==> src/rtl/inst_fetch_unit_pkg.sv <==
// -----------------------------------------------------------------------------
// inst_fetch_unit_pkg
// Shared definitions for the instruction fetch stage:
//   - fetch_state_t : fetch FSM state encoding
//   - DEFAULT_RESET_PC : default PC loaded on reset
//   - OPCODE_* / FUNC_* : instruction field positions, shared with the
//     control unit decode macros
// -----------------------------------------------------------------------------
package inst_fetch_unit_pkg;

    typedef enum logic [2:0] {
        IDLE,
        FETCH,
        WAIT,
        OUT,
        DRAIN,
        HALT
    } fetch_state_t;

    localparam logic [31:0] DEFAULT_RESET_PC = 32'h0000_0000;

    localparam int unsigned OPCODE_MSB = 31;
    localparam int unsigned OPCODE_LSB = 26;
    localparam int unsigned FUNC_MSB   = 5;
    localparam int unsigned FUNC_LSB   = 0;
    localparam int unsigned OPCODE_W   = OPCODE_MSB - OPCODE_LSB + 1;
    localparam int unsigned FUNC_W     = FUNC_MSB - FUNC_LSB + 1;

endpackage

==> src/rtl/inst_fetch_unit_if.sv <==
// -----------------------------------------------------------------------------
// inst_fetch_unit_if
// Bundles the fetch stage's two handshakes:
//   - instruction memory: imem_req/imem_addr/imem_gnt, imem_rvalid/imem_rdata
//   - decode: inst_valid/inst_ready with inst, opcode, func, inst_pc, pc_plus4
// Modports:
//   master : the fetch unit (drives requests and the decoded instruction)
//   slave  : the environment (memory responder and decode stage)
// -----------------------------------------------------------------------------
interface inst_fetch_unit_if
    import inst_fetch_unit_pkg::*;
#(
    parameter int ADDR_W = 32
) ();

    logic                imem_req;
    logic [ADDR_W-1:0]   imem_addr;
    logic                imem_gnt;
    logic                imem_rvalid;
    logic [31:0]         imem_rdata;

    logic                inst_valid;
    logic                inst_ready;
    logic [31:0]         inst;
    logic [OPCODE_W-1:0] opcode;
    logic [FUNC_W-1:0]   func;
    logic [ADDR_W-1:0]   inst_pc;
    logic [ADDR_W-1:0]   pc_plus4;

    modport master (
        output imem_req, imem_addr,
        input  imem_gnt, imem_rvalid, imem_rdata,
        output inst_valid, inst, opcode, func, inst_pc, pc_plus4,
        input  inst_ready
    );

    modport slave (
        input  imem_req, imem_addr,
        output imem_gnt, imem_rvalid, imem_rdata,
        input  inst_valid, inst, opcode, func, inst_pc, pc_plus4,
        output inst_ready
    );

endinterface

==> src/rtl/inst_fetch_unit.sv <==
// -----------------------------------------------------------------------------
// inst_fetch_unit
// Single-outstanding-request instruction fetch stage feeding decode.
// Holds the PC, fetches one word at a time, presents it to decode under
// valid/ready, and handles redirects and halt by discarding stale responses.
// Ports:
//   clk, rst_b        : clock, synchronous active-low reset
//   bus (master)      : imem req/gnt + rvalid/rdata, decode valid/ready + inst
//   redirect_valid    : load redirect_target into the PC (ignored when halted)
//   redirect_target   : new PC; bits [1:0] are dropped, align_err flags them
//   halt              : stop fetching, takes priority over redirect
//   halted            : fetch has stopped
//   align_err         : sticky, a redirect target was misaligned
//   fetch_count       : instructions accepted by decode (wraps)
// -----------------------------------------------------------------------------
module inst_fetch_unit
    import inst_fetch_unit_pkg::*;
#(
    parameter int                ADDR_W   = 32,
    parameter logic [ADDR_W-1:0] RESET_PC = ADDR_W'(DEFAULT_RESET_PC)
) (
    input  logic                clk,
    input  logic                rst_b,
    inst_fetch_unit_if.master   bus,
    input  logic                redirect_valid,
    input  logic [ADDR_W-1:0]   redirect_target,
    input  logic                halt,
    output logic                halted,
    output logic                align_err,
    output logic [31:0]         fetch_count
);

    fetch_state_t      state_q, state_d;
    logic [ADDR_W-1:0] pc_q, pc_d;
    logic              halt_pend_q, halt_pend_d;
    logic [31:0]       inst_q, inst_d;
    logic [ADDR_W-1:0] inst_pc_q, inst_pc_d;
    logic [ADDR_W-1:0] pc_plus4_q, pc_plus4_d;
    logic [31:0]       count_q, count_d;
    logic              align_q, align_d;

    logic              outstanding;
    logic              halting;
    logic              squash;

    // A pending halt keeps squashing every DRAIN cycle so that a redirect
    // arriving while draining cannot move the PC or cancel the halt.
    assign halting = halt || halt_pend_q;
    assign squash  = (state_q != HALT) && (halting || redirect_valid);

    always_comb begin
        state_d     = state_q;
        pc_d        = pc_q;
        halt_pend_d = halt_pend_q;
        inst_d      = inst_q;
        inst_pc_d   = inst_pc_q;
        pc_plus4_d  = pc_plus4_q;
        count_d     = count_q;
        align_d     = align_q;
        outstanding = 1'b0;

        unique case (state_q)
            IDLE: state_d = FETCH;
            FETCH: begin
                outstanding = bus.imem_gnt;
                if (bus.imem_gnt) state_d = WAIT;
            end
            WAIT: begin
                outstanding = !bus.imem_rvalid;
                if (bus.imem_rvalid && !squash) begin
                    inst_d     = bus.imem_rdata;
                    inst_pc_d  = pc_q;
                    pc_plus4_d = pc_q + ADDR_W'(4);
                    pc_d       = pc_q + ADDR_W'(4);
                    state_d    = OUT;
                end
            end
            OUT: begin
                if (bus.inst_ready && !squash) begin
                    count_d = count_q + 32'd1;
                    state_d = FETCH;
                end
            end
            DRAIN: begin
                outstanding = !bus.imem_rvalid;
                if (bus.imem_rvalid) state_d = FETCH;
            end
            HALT: ;
            default: state_d = IDLE;
        endcase

        // Squash overrides the normal transitions: the in-flight response,
        // if any, is drained before fetching or halting.
        if (squash) begin
            if (halting) begin
                if (outstanding) begin
                    halt_pend_d = 1'b1;
                    state_d     = DRAIN;
                end else begin
                    state_d = HALT;
                end
            end else begin
                pc_d = {redirect_target[ADDR_W-1:2], 2'b00};
                if (redirect_target[1:0] != 2'b00) align_d = 1'b1;
                state_d = outstanding ? DRAIN : FETCH;
            end
        end
    end

    always_ff @(posedge clk) begin
        if (!rst_b) begin
            state_q     <= IDLE;
            pc_q        <= RESET_PC;
            halt_pend_q <= 1'b0;
            inst_q      <= '0;
            inst_pc_q   <= '0;
            pc_plus4_q  <= '0;
            count_q     <= '0;
            align_q     <= 1'b0;
        end else begin
            state_q     <= state_d;
            pc_q        <= pc_d;
            halt_pend_q <= halt_pend_d;
            inst_q      <= inst_d;
            inst_pc_q   <= inst_pc_d;
            pc_plus4_q  <= pc_plus4_d;
            count_q     <= count_d;
            align_q     <= align_d;
        end
    end

    assign bus.imem_req   = (state_q == FETCH);
    assign bus.imem_addr  = pc_q;
    assign bus.inst_valid = (state_q == OUT);
    assign bus.inst       = inst_q;
    assign bus.opcode     = inst_q[OPCODE_MSB:OPCODE_LSB];
    assign bus.func       = inst_q[FUNC_MSB:FUNC_LSB];
    assign bus.inst_pc    = inst_pc_q;
    assign bus.pc_plus4   = pc_plus4_q;

    assign halted      = (state_q == HALT);
    assign align_err   = align_q;
    assign fetch_count = count_q;

endmodule
==> src/flat_wrapper.sv <==
// flat-port wrapper written by rule: the top's interface ports become plain ports
module inst_fetch_unit_flat import inst_fetch_unit_pkg::*;
#(
    parameter int                ADDR_W   = 32,
    parameter logic [ADDR_W-1:0] RESET_PC = ADDR_W'(DEFAULT_RESET_PC)
)
  (clk, rst_b, redirect_valid, redirect_target, halt, halted, align_err, fetch_count, bus_imem_req, bus_imem_addr, bus_imem_gnt, bus_imem_rvalid, bus_imem_rdata, bus_inst_valid, bus_inst, bus_opcode, bus_func, bus_inst_pc, bus_pc_plus4, bus_inst_ready);
  inst_fetch_unit_if #(.ADDR_W(ADDR_W)) bus_i ();
  input  logic clk;
  input  logic rst_b;
  input  logic redirect_valid;
  input  logic [ADDR_W-1:0] redirect_target;
  input  logic halt;
  output logic halted;
  output logic align_err;
  output logic [31:0] fetch_count;
  output wire logic [$bits(bus_i.imem_req)-1:0] bus_imem_req;
  output wire logic [$bits(bus_i.imem_addr)-1:0] bus_imem_addr;
  input wire logic [$bits(bus_i.imem_gnt)-1:0] bus_imem_gnt;
  input wire logic [$bits(bus_i.imem_rvalid)-1:0] bus_imem_rvalid;
  input wire logic [$bits(bus_i.imem_rdata)-1:0] bus_imem_rdata;
  output wire logic [$bits(bus_i.inst_valid)-1:0] bus_inst_valid;
  output wire logic [$bits(bus_i.inst)-1:0] bus_inst;
  output wire logic [$bits(bus_i.opcode)-1:0] bus_opcode;
  output wire logic [$bits(bus_i.func)-1:0] bus_func;
  output wire logic [$bits(bus_i.inst_pc)-1:0] bus_inst_pc;
  output wire logic [$bits(bus_i.pc_plus4)-1:0] bus_pc_plus4;
  input wire logic [$bits(bus_i.inst_ready)-1:0] bus_inst_ready;
  assign bus_imem_req = bus_i.imem_req;
  assign bus_imem_addr = bus_i.imem_addr;
  assign bus_i.imem_gnt = bus_imem_gnt;
  assign bus_i.imem_rvalid = bus_imem_rvalid;
  assign bus_i.imem_rdata = bus_imem_rdata;
  assign bus_inst_valid = bus_i.inst_valid;
  assign bus_inst = bus_i.inst;
  assign bus_opcode = bus_i.opcode;
  assign bus_func = bus_i.func;
  assign bus_inst_pc = bus_i.inst_pc;
  assign bus_pc_plus4 = bus_i.pc_plus4;
  assign bus_i.inst_ready = bus_inst_ready;
  inst_fetch_unit #(.ADDR_W(ADDR_W), .RESET_PC(RESET_PC)) u_core (.clk(clk), .rst_b(rst_b), .bus(bus_i), .redirect_valid(redirect_valid), .redirect_target(redirect_target), .halt(halt), .halted(halted), .align_err(align_err), .fetch_count(fetch_count));
endmodule
==> config.mk <==
export PLATFORM = sky130hd
export DESIGN_NAME = inst_fetch_unit_flat
export DESIGN_NICKNAME = d
export VERILOG_FILES = /design/src/rtl/inst_fetch_unit_pkg.sv /design/src/rtl/inst_fetch_unit_if.sv /design/src/rtl/inst_fetch_unit.sv /design/src/flat_wrapper.sv
export SDC_FILE = /design/constraint.sdc
export NUM_CORES = 1
export LEC_CHECK = 0
export ABC_AREA = 0
export CORE_AREA = 2 2 128 130
export DETAILED_ROUTE_END_ITERATION = 7
export DIE_AREA = 0 0 130 132
export HOLD_SLACK_MARGIN = 0.15
export PLACE_DENSITY_LB_ADDON = 0.15
export SLEW_MARGIN = 15
export SYNTH_ARGS = -nofsm -noshare
export SYNTH_HDL_FRONTEND = slang
export SYNTH_SLANG_ARGS = --single-unit
export TNS_END_PERCENT = 1
==> constraint.sdc <==
create_clock -name clk -period 3 [get_ports clk]
set_clock_uncertainty 0.05 [all_clocks]
set_input_delay 0.6 -clock clk [delete_from_list [all_inputs] [get_ports clk]]
set_output_delay 0.6 -clock clk [all_outputs]
set_load 0.01 [all_outputs]
[After elaboration in Yosys (flattened, before gate mapping)]
Index checks and enable logic that the tools add are counted.
Word-level totals
  input port bits: 71
  output and inout port bits: 176
  register bits: 165
  word-level logic and storage cells: 51
Operators by class
  bitwise operators: 1
  muxes and demuxes: 14
  equal/unequal tests: 11
  add/subtract/negate cells: 2
  reduce and logical (&&, ||, !) cells: 15
Operator list (count)
  $mux 32: 4
  $add 32x1->32 const B: 1
  $add 32x3->32 const B: 1
  $mux 3: 7
  $pmux 3 s6: 1
  $ne 3x1->1 const B: 3
  $eq 3x2->1 const B: 2
  $eq 3x3->1 const B: 2
  $reduce_and 3->1: 2
  $reduce_and 5->1: 1
  $reduce_and 2->1: 2
  $eq 3x1->1 const B: 1
  $logic_and 1x1->1: 3
  $logic_not 3->1: 1
  $ne 3x2->1 const B: 1
  $ne 3x3->1 const B: 1
  $logic_not 1->1: 2
  $logic_or 1x1->1: 2
  $ne 2x1->1 const B: 1
  $pmux 1 s2: 1
  $reduce_bool 2->1: 1
  $reduce_or 2->1: 1
  $mux 1: 1
  $not 1->1: 1

[Longest topological paths before layout]
Gate-level depths: netlist of the first run.
  word-level depth: 9
  gate-level depth with buffers: 9
  mapped depth without buffers: 6

[Worst setup path after synthesis of the first run]
OpenSTA, ideal clock, no wires.
  path type: input port to flip-flop
  from: input halt
  to: register u_core.count_q[31], in the netlist u_core.fetch_count[31]
  path buffers: 0
  stages: 5
  setup time: 0.070 ns
  required time: 2.880 ns
  arrival time: 2.195 ns
  slack: 0.685 ns
  cell sequence: or4_4 > nor4_4 > nand4_4 > or3_1 > a21oi_1
Between the ends
  longest elaborated chain between the ends: 6
Ends and longest elaborated chain
  start, declared: line flat_wrapper.sv:13  | input logic halt;
  $logic_or 1x1->1: line inst_fetch_unit.sv:48  | assign halting = halt || halt_pend_q;
  $logic_or 1x1->1: line inst_fetch_unit.sv:49  | assign squash = (state_q != HALT) && (halting || redirect_valid);
  $logic_and 1x1->1: line inst_fetch_unit.sv:49
  $logic_not 1->1: line inst_fetch_unit.sv:79  | if (bus.inst_ready && !squash) begin
  $logic_and 1x1->1: line inst_fetch_unit.sv:79
  $reduce_and 2->1 (no line)
  end signal, assigned: line inst_fetch_unit.sv:127  | count_q <= count_d;
  end, declared: line inst_fetch_unit.sv:39  | logic [31:0] count_q, count_d;
No other way between the ends.
A chain may end at the register's enable or synchronous reset.

[Worst setup path after layout of the first run]
  from: register u_core.state_q[1]
  to: output halted
Between the ends
  longest elaborated chain between the ends: 1
Ends and longest elaborated chain
  start, declared: line inst_fetch_unit.sv:33  | fetch_state_t state_q, state_d;
  start signal, assigned: line inst_fetch_unit.sv:121  | state_q <= state_d;
  $eq 3x3->1: line inst_fetch_unit.sv:141  | assign halted = (state_q == HALT);
  end, declared: line flat_wrapper.sv:14  | output logic halted;
No other way between the ends.

==> results of run 1 <==
==> cell type report <==
class | instances | area share (%)
clock buffer | 23 | 4.84
clock inverter | 6 | 0.831
inverter | 5 | 0.198
multi-input combinational | 630 | 34.1
sequential | 159 | 31.6
tap | 216 | 2.68
timing repair buffer | 260 | 25.8
==> worst min path at each step <==
stage / slack (ps) / cells past startpoint / from / end
after global placement: 390 / 2 / u_core.bus.inst[14] / u_core.bus.inst[14]
final: 400 / 2 / u_core.bus.inst_pc[28] / u_core.bus.inst_pc[28]
after floorplan: 420 / 1 / u_core.state_q[2] / u_core.state_q[0]
after global routing: 420 / 2 / u_core.bus.inst[18] / u_core.bus.inst[18]
after detailed placement: 400 / 2 / u_core.bus.inst[13] / u_core.bus.inst[13]
after CTS: 400 / 2 / u_core.bus.inst[13] / u_core.bus.inst[13]
==> critical path, stage by stage, from the launching register on <==
cell and delay (ps):
dfxtp_1 430, or2b_1 330, nor2_1 100, clkdlybuf4s50_1 540
==> flip-flops by register name, indices dropped and copies added (netlist names) <==
| name | flops |
|---|---|
| u_core.bus.imem_addr | 30 |
| u_core.bus.inst | 32 |
| u_core.state_q | 3 |
| u_core.bus.inst_pc | 30 |
| u_core.align_err | 1 |
| u_core.bus.pc_plus4 | 30 |
| u_core.fetch_count | 32 |
| u_core.halt_pend_q | 1 |
==> metal layers <==
metal	vias to the layer above	wire length [µm]	track usage, %
met5	-	0	0
met4	0	488	9.44
met3	38	1360	5.80
met2	213	9350	36.3
met1	2992	8810	30.2
li1	3366	-	-
==> stage by stage <==
stage          instances  hold slack (ps)  worst slack (ps)  utilization (%)  instance area [µm²]
3_5_place_dp        1270              396               228             60.6                 9510
5_1_grt             1299              419               303             64.2                10100
2_1_floorplan        879              425               685                -                 7020
6_report            1299              402               526             64.2                10100
4_1_cts             1299              404               510             64.2                10100
3_3_place_gp        1270              391               255             60.6                 9510
==> synth_stat cells, drive strengths merged (2+ instances only) <==
| cell type | n |
|---|---|
| a211oi | 15 |
| a21oi | 114 |
| a31oi | 2 |
| and2 | 5 |
| and3 | 5 |
| and4 | 11 |
| buf | 36 |
| clkbuf | 49 |
| dfxtp | 159 |
| ha | 2 |
| inv | 5 |
| nand2 | 162 |
| nand3 | 25 |
| nand4 | 25 |
| nor2 | 61 |
| nor3 | 20 |
| nor4 | 19 |
| o21ai | 53 |
| or2 | 2 |
| or3 | 9 |
| or4 | 3 |
| xnor2 | 50 |
| xor2 | 30 |
==> power groups by stage <==
stage	Clock (mW)	Sequential [mW]	Combinational (mW)
after floorplan	0	2.25	0.176
after global placement	0	2.26	0.375
after detailed placement	0	2.26	0.377
after CTS	2.15	2.22	0.380
after global routing	2.24	2.23	0.408
final	2.12	2.22	0.378
==> logic make-up after synthesis <==
kind of cell | share of synthesized area [%]
AO/OA/AOI/OAI | 14.4
XOR/XNOR | 10.0
adder cells (fa/ha/maj) | 0.357
buffers and inverters | 5.93
flip-flops | 45.4
other | 0.0535
AND/OR/NAND/NOR | 23.8
==> results_dict.tcl, run 1 <==
set metrics [dict create \
    viasPerCell 5.09 \
    clkPwrFrac_pct 45.0 \
    hpwlAfterDp_um 13700 \
    setup_tns_ps 0 \
    drv_cap 0 \
    die_h_um 132 \
    final_cell_mix "239 x clkdlybuf4s50_1, 162 x nand2_1, 159 x dfxtp_1, 114 x a21oi_1, 61 x nor2_1" \
    cts_sinks 159 \
    antenna_cells 0 \
    crit_end "halted" \
    r2r_end "u_core.bus.imem_addr[28]" \
    holdBufCountCts 0 \
    pwr_density_cell_nw_per_um2 468 \
    r2r_start "u_core.bus.imem_addr[3]" \
    cts-root-buf "clkbuf_16" \
    htreeDepth 4 \
    status "complete, no violations" \
    worst_setup_path_end_kind "output port" \
    power_mw 4.72 \
    grt_start_max_net_pins 70 \
    dieArea_um2 17200 \
    r2r_slack_ps 530 \
    ys_types 42 \
    switching_share_pct 22.5 \
    drc 0 \
    cts_resized 0 \
    slew_violations 0 \
    min_period_ps 2470 \
    ys_warn_count 0 \
    synth-seq-cells 159 \
    initial_utilization_pct 44.6 \
    grt_overflow 0 \
    syn_to_final_growth_pct 44.0 \
    synth-async-reset-ratio_pct 0 \
    detail-route-antenna-nets 0 \
    hold_viol 0 \
    p_sw_mw 1.06 \
    yosysSeqAreaShare_pct 45.4 \
    finalSetupViolCount 0 \
    layout_commonest_cell "clkdlybuf4s50_1" \
    pin_count 247 \
    synth_area_um2 7010 \
    drive_above_1_share_pct 5.54 \
    crit_path_start "u_core.state_q[1]" \
    final_nets 1146 \
    max-clock-path-buffers 2 \
    wl_per_cell_um 15.4 \
    relSlewSlack_pct 50.2 \
    min_path_type "reg -> reg" \
    p_int_mw 3.66 \
    clkTransAtPathRegs_ps 60 \
    postSynthCellCount 874 \
    arrival_ps 1820 \
    grt_pass1_wl_um 31600 \
    place_congestion 0.785 \
    tightest_slew_ps 741 \
    synth.avg_cell_area_um2 8.02 \
    post-cts-setup-buffers 0 \
    worst_skew_pair.late_latency_ps 420 \
    dieWidth_um 130 \
    startpoint_type "register" \
    rows 46 \
    grt_usage_pct 23.1 \
    synth_area_leaders "dfxtp_1 45%, nand2_1 8.7%, a21oi_1 8.1%, xnor2_1 6.3%, o21ai_0 3.8%" \
    power_frac_comb_pct 8.0 \
    core_area_um2 15700 \
    multiInputGateArea_um2 3440 \
    synth_edf_count 0 \
    ir_drop_v 0.000385 \
    cts_inserted_buffers 17 \
    critPathRequiredTime_ps 2350 \
    reg2regPathDepth 6 \
    timing.final.crit_share_pct 82.5 \
    pwr-share-seq_pct 47.0 \
    cp_max_fo 12 \
    ff_latch_area_um2 3180 \
    synth_flop_cell "dfxtp_1" \
    p_leak_nw 3.29 \
    drt-pass1-iter-count 5 \
    crit_type "reg -> out" \
    netlist.area_leader.share_pct 45.4 \
    cts_tree "done" \
    vias 6609 \
    numPortBuffers 240 \
    rsz0062_at_grt "no" \
    antenna_found_initial 0 \
    synth_area_leader_cell "dfxtp_1" \
    drt_iter0_drc 390 \
    fmax_ghz 0.404 \
    grt_pass1_vias 6020 \
    wl_um 20000 \
    nFillCells 1381 \
]
Note: power is estimated with default switching activity, not from simulation.
==> run 2, diff against run 1 <==
- clock period: 3 -> 2.5 ns (I/O delays scaled with it)
==> run 2 against run 1 <==
  * Combinational power is 35% higher
  * Final area increased by 3.9%
  * Final cell count rose by 2.8%
==> results_dict.tcl, run 2 (synthesized netlist as in run 1, its figures left out) <==
set metrics [dict create \
    finalSetupViolCount 0 \
    htreeDepth 4 \
    antenna_found_initial 2 \
    rsz0062_at_grt "no" \
    cts_inserted_buffers 17 \
    drv_cap 0 \
    clkTransAtPathRegs_ps 60 \
    slew_violations 0 \
    startpoint_type "register" \
    status "complete, no violations" \
    wl_per_cell_um 15.3 \
    critPathRequiredTime_ps 1950 \
    dieArea_um2 17200 \
    relSlewSlack_pct 59.3 \
    dp.cells 1302 \
    die_h_um 132 \
    vias 6777 \
    syn_to_final_growth_pct 49.5 \
    final_util_pct 66.7 \
    grt_start_max_net_pins 62 \
    drt-pass1-iter-count 4 \
    layout_commonest_cell "clkdlybuf4s50_1" \
    arrival_ps 1820 \
    numPortBuffers 240 \
    min_period_ps 2370 \
    finalWorstSetupSlack_ps 131 \
    detail-route-antenna-nets 0 \
    p_leak_nw 3.49 \
    stdcell_count 1336 \
    wl_um 20400 \
    grt_pass1_vias 6284 \
    fmax_ghz 0.422 \
    max-clock-path-buffers 2 \
    pwr_density_cell_nw_per_um2 577 \
    rows 46 \
    drc 0 \
    core_area_um2 15700 \
    drt_iter0_drc 352 \
    place_congestion 0.817 \
    cp_max_fo 7 \
    initial_utilization_pct 44.6 \
    nFillCells 1341 \
    holdBufCountCts 0 \
    dp_slack_ps -205 \
    final_nets 1178 \
    viasPerCell 5.07 \
    multiInputGateArea_um2 3440 \
    final_cell_mix "239 x clkdlybuf4s50_1, 162 x nand2_1, 158 x dfxtp_1, 114 x a21oi_1, 61 x nor2_1" \
    timing.final.crit_share_pct 94.8 \
    pin_count 247 \
    grt_usage_pct 23.4 \
    worst_setup_path_end_kind "output port" \
    dieWidth_um 130 \
    worst_skew_pair.late_latency_ps 420 \
    drive_above_1_share_pct 8.68 \
    cts-root-buf "clkbuf_16" \
    cts_tree "done" \
    min_path_type "reg -> reg" \
    ff_latch_area_um2 3180 \
    hold_viol 0 \
    hpwlAfterDp_um 14400 \
    grt_overflow 0 \
    crit_type "reg -> out" \
    tightest_slew_ps 605 \
    grt_pass1_wl_um 32200 \
    ir_drop_v 0.000440 \
    cts_sinks 159 \
]
run 2: changes by cell type in the layout (fill, tap and decap cells not counted), sizes merged:
cell,delta
buf,+32
bufinv,+3
clkbuf,-3
clkinv,-1
clkinvlp,+3
diode,+2
inv,+1
run 2: worst paths after layout:
kind / to / slack [ps] / from / cells past startpoint
max: halted / 130 / u_core.state_q[2] / 3
min: u_core.bus.inst_pc[5] / 400 / u_core.bus.inst_pc[5] / 2
max reg2reg: u_core.bus.imem_addr[28] / 240 / u_core.bus.imem_addr[2] / 6
min reg2reg: u_core.bus.inst_pc[5] / 400 / u_core.bus.inst_pc[5] / 2
run 2: timing repair:
item                       CTS  global route
setup endpoints to repair    0             1
buffers inserted             0             0
resized for setup            0             1
run 2: report_power, final:
group | switching [mW] | internal (mW)
logic | 0.230 | 0.280
clock network | 1.07 | 1.83
registers | 0.0605 | 2.58
run 2: per-stage QoR:
stage | setup TNS, ps | cell area, µm² | total power, mW | hold slack [ps]
2_1_floorplan | 0 | 7020 | 2.91 | 425
3_3_place_gp | -953 | 9800 | 3.20 | 391
3_5_place_dp | -2350 | 9800 | 3.20 | 397
4_1_cts | 0 | 10500 | 6.09 | 405
5_1_grt | 0 | 10500 | 6.25 | 425
6_report | 0 | 10500 | 6.05 | 402
run 2: area by class of cell:
class | count | area share, %
diodes | 2 | 0.0478
clock buffers | 20 | 4.36
clock inverters | 12 | 1.98
inverters | 5 | 0.191
multi-input cells | 630 | 32.9
flip-flops and latches | 159 | 30.4
well taps | 216 | 2.58
repair buffers | 292 | 27.6
run 2: layer usage:
metal  GRT usage [%]  wire (µm)  vias to the layer above
met5               0          0                        -
met4            8.60        495                        0
met3            5.88       1260                       32
met2            37.7       9740                      186
met1            30.2       8890                     3118
li1                -          -                     3441
run 2: critical path, cell delays in order, from the launching register on:
cell,delay (ps)
dfxtp_1,440
or2b_1,300
nor2_1,120
clkdlybuf4s50_1,540
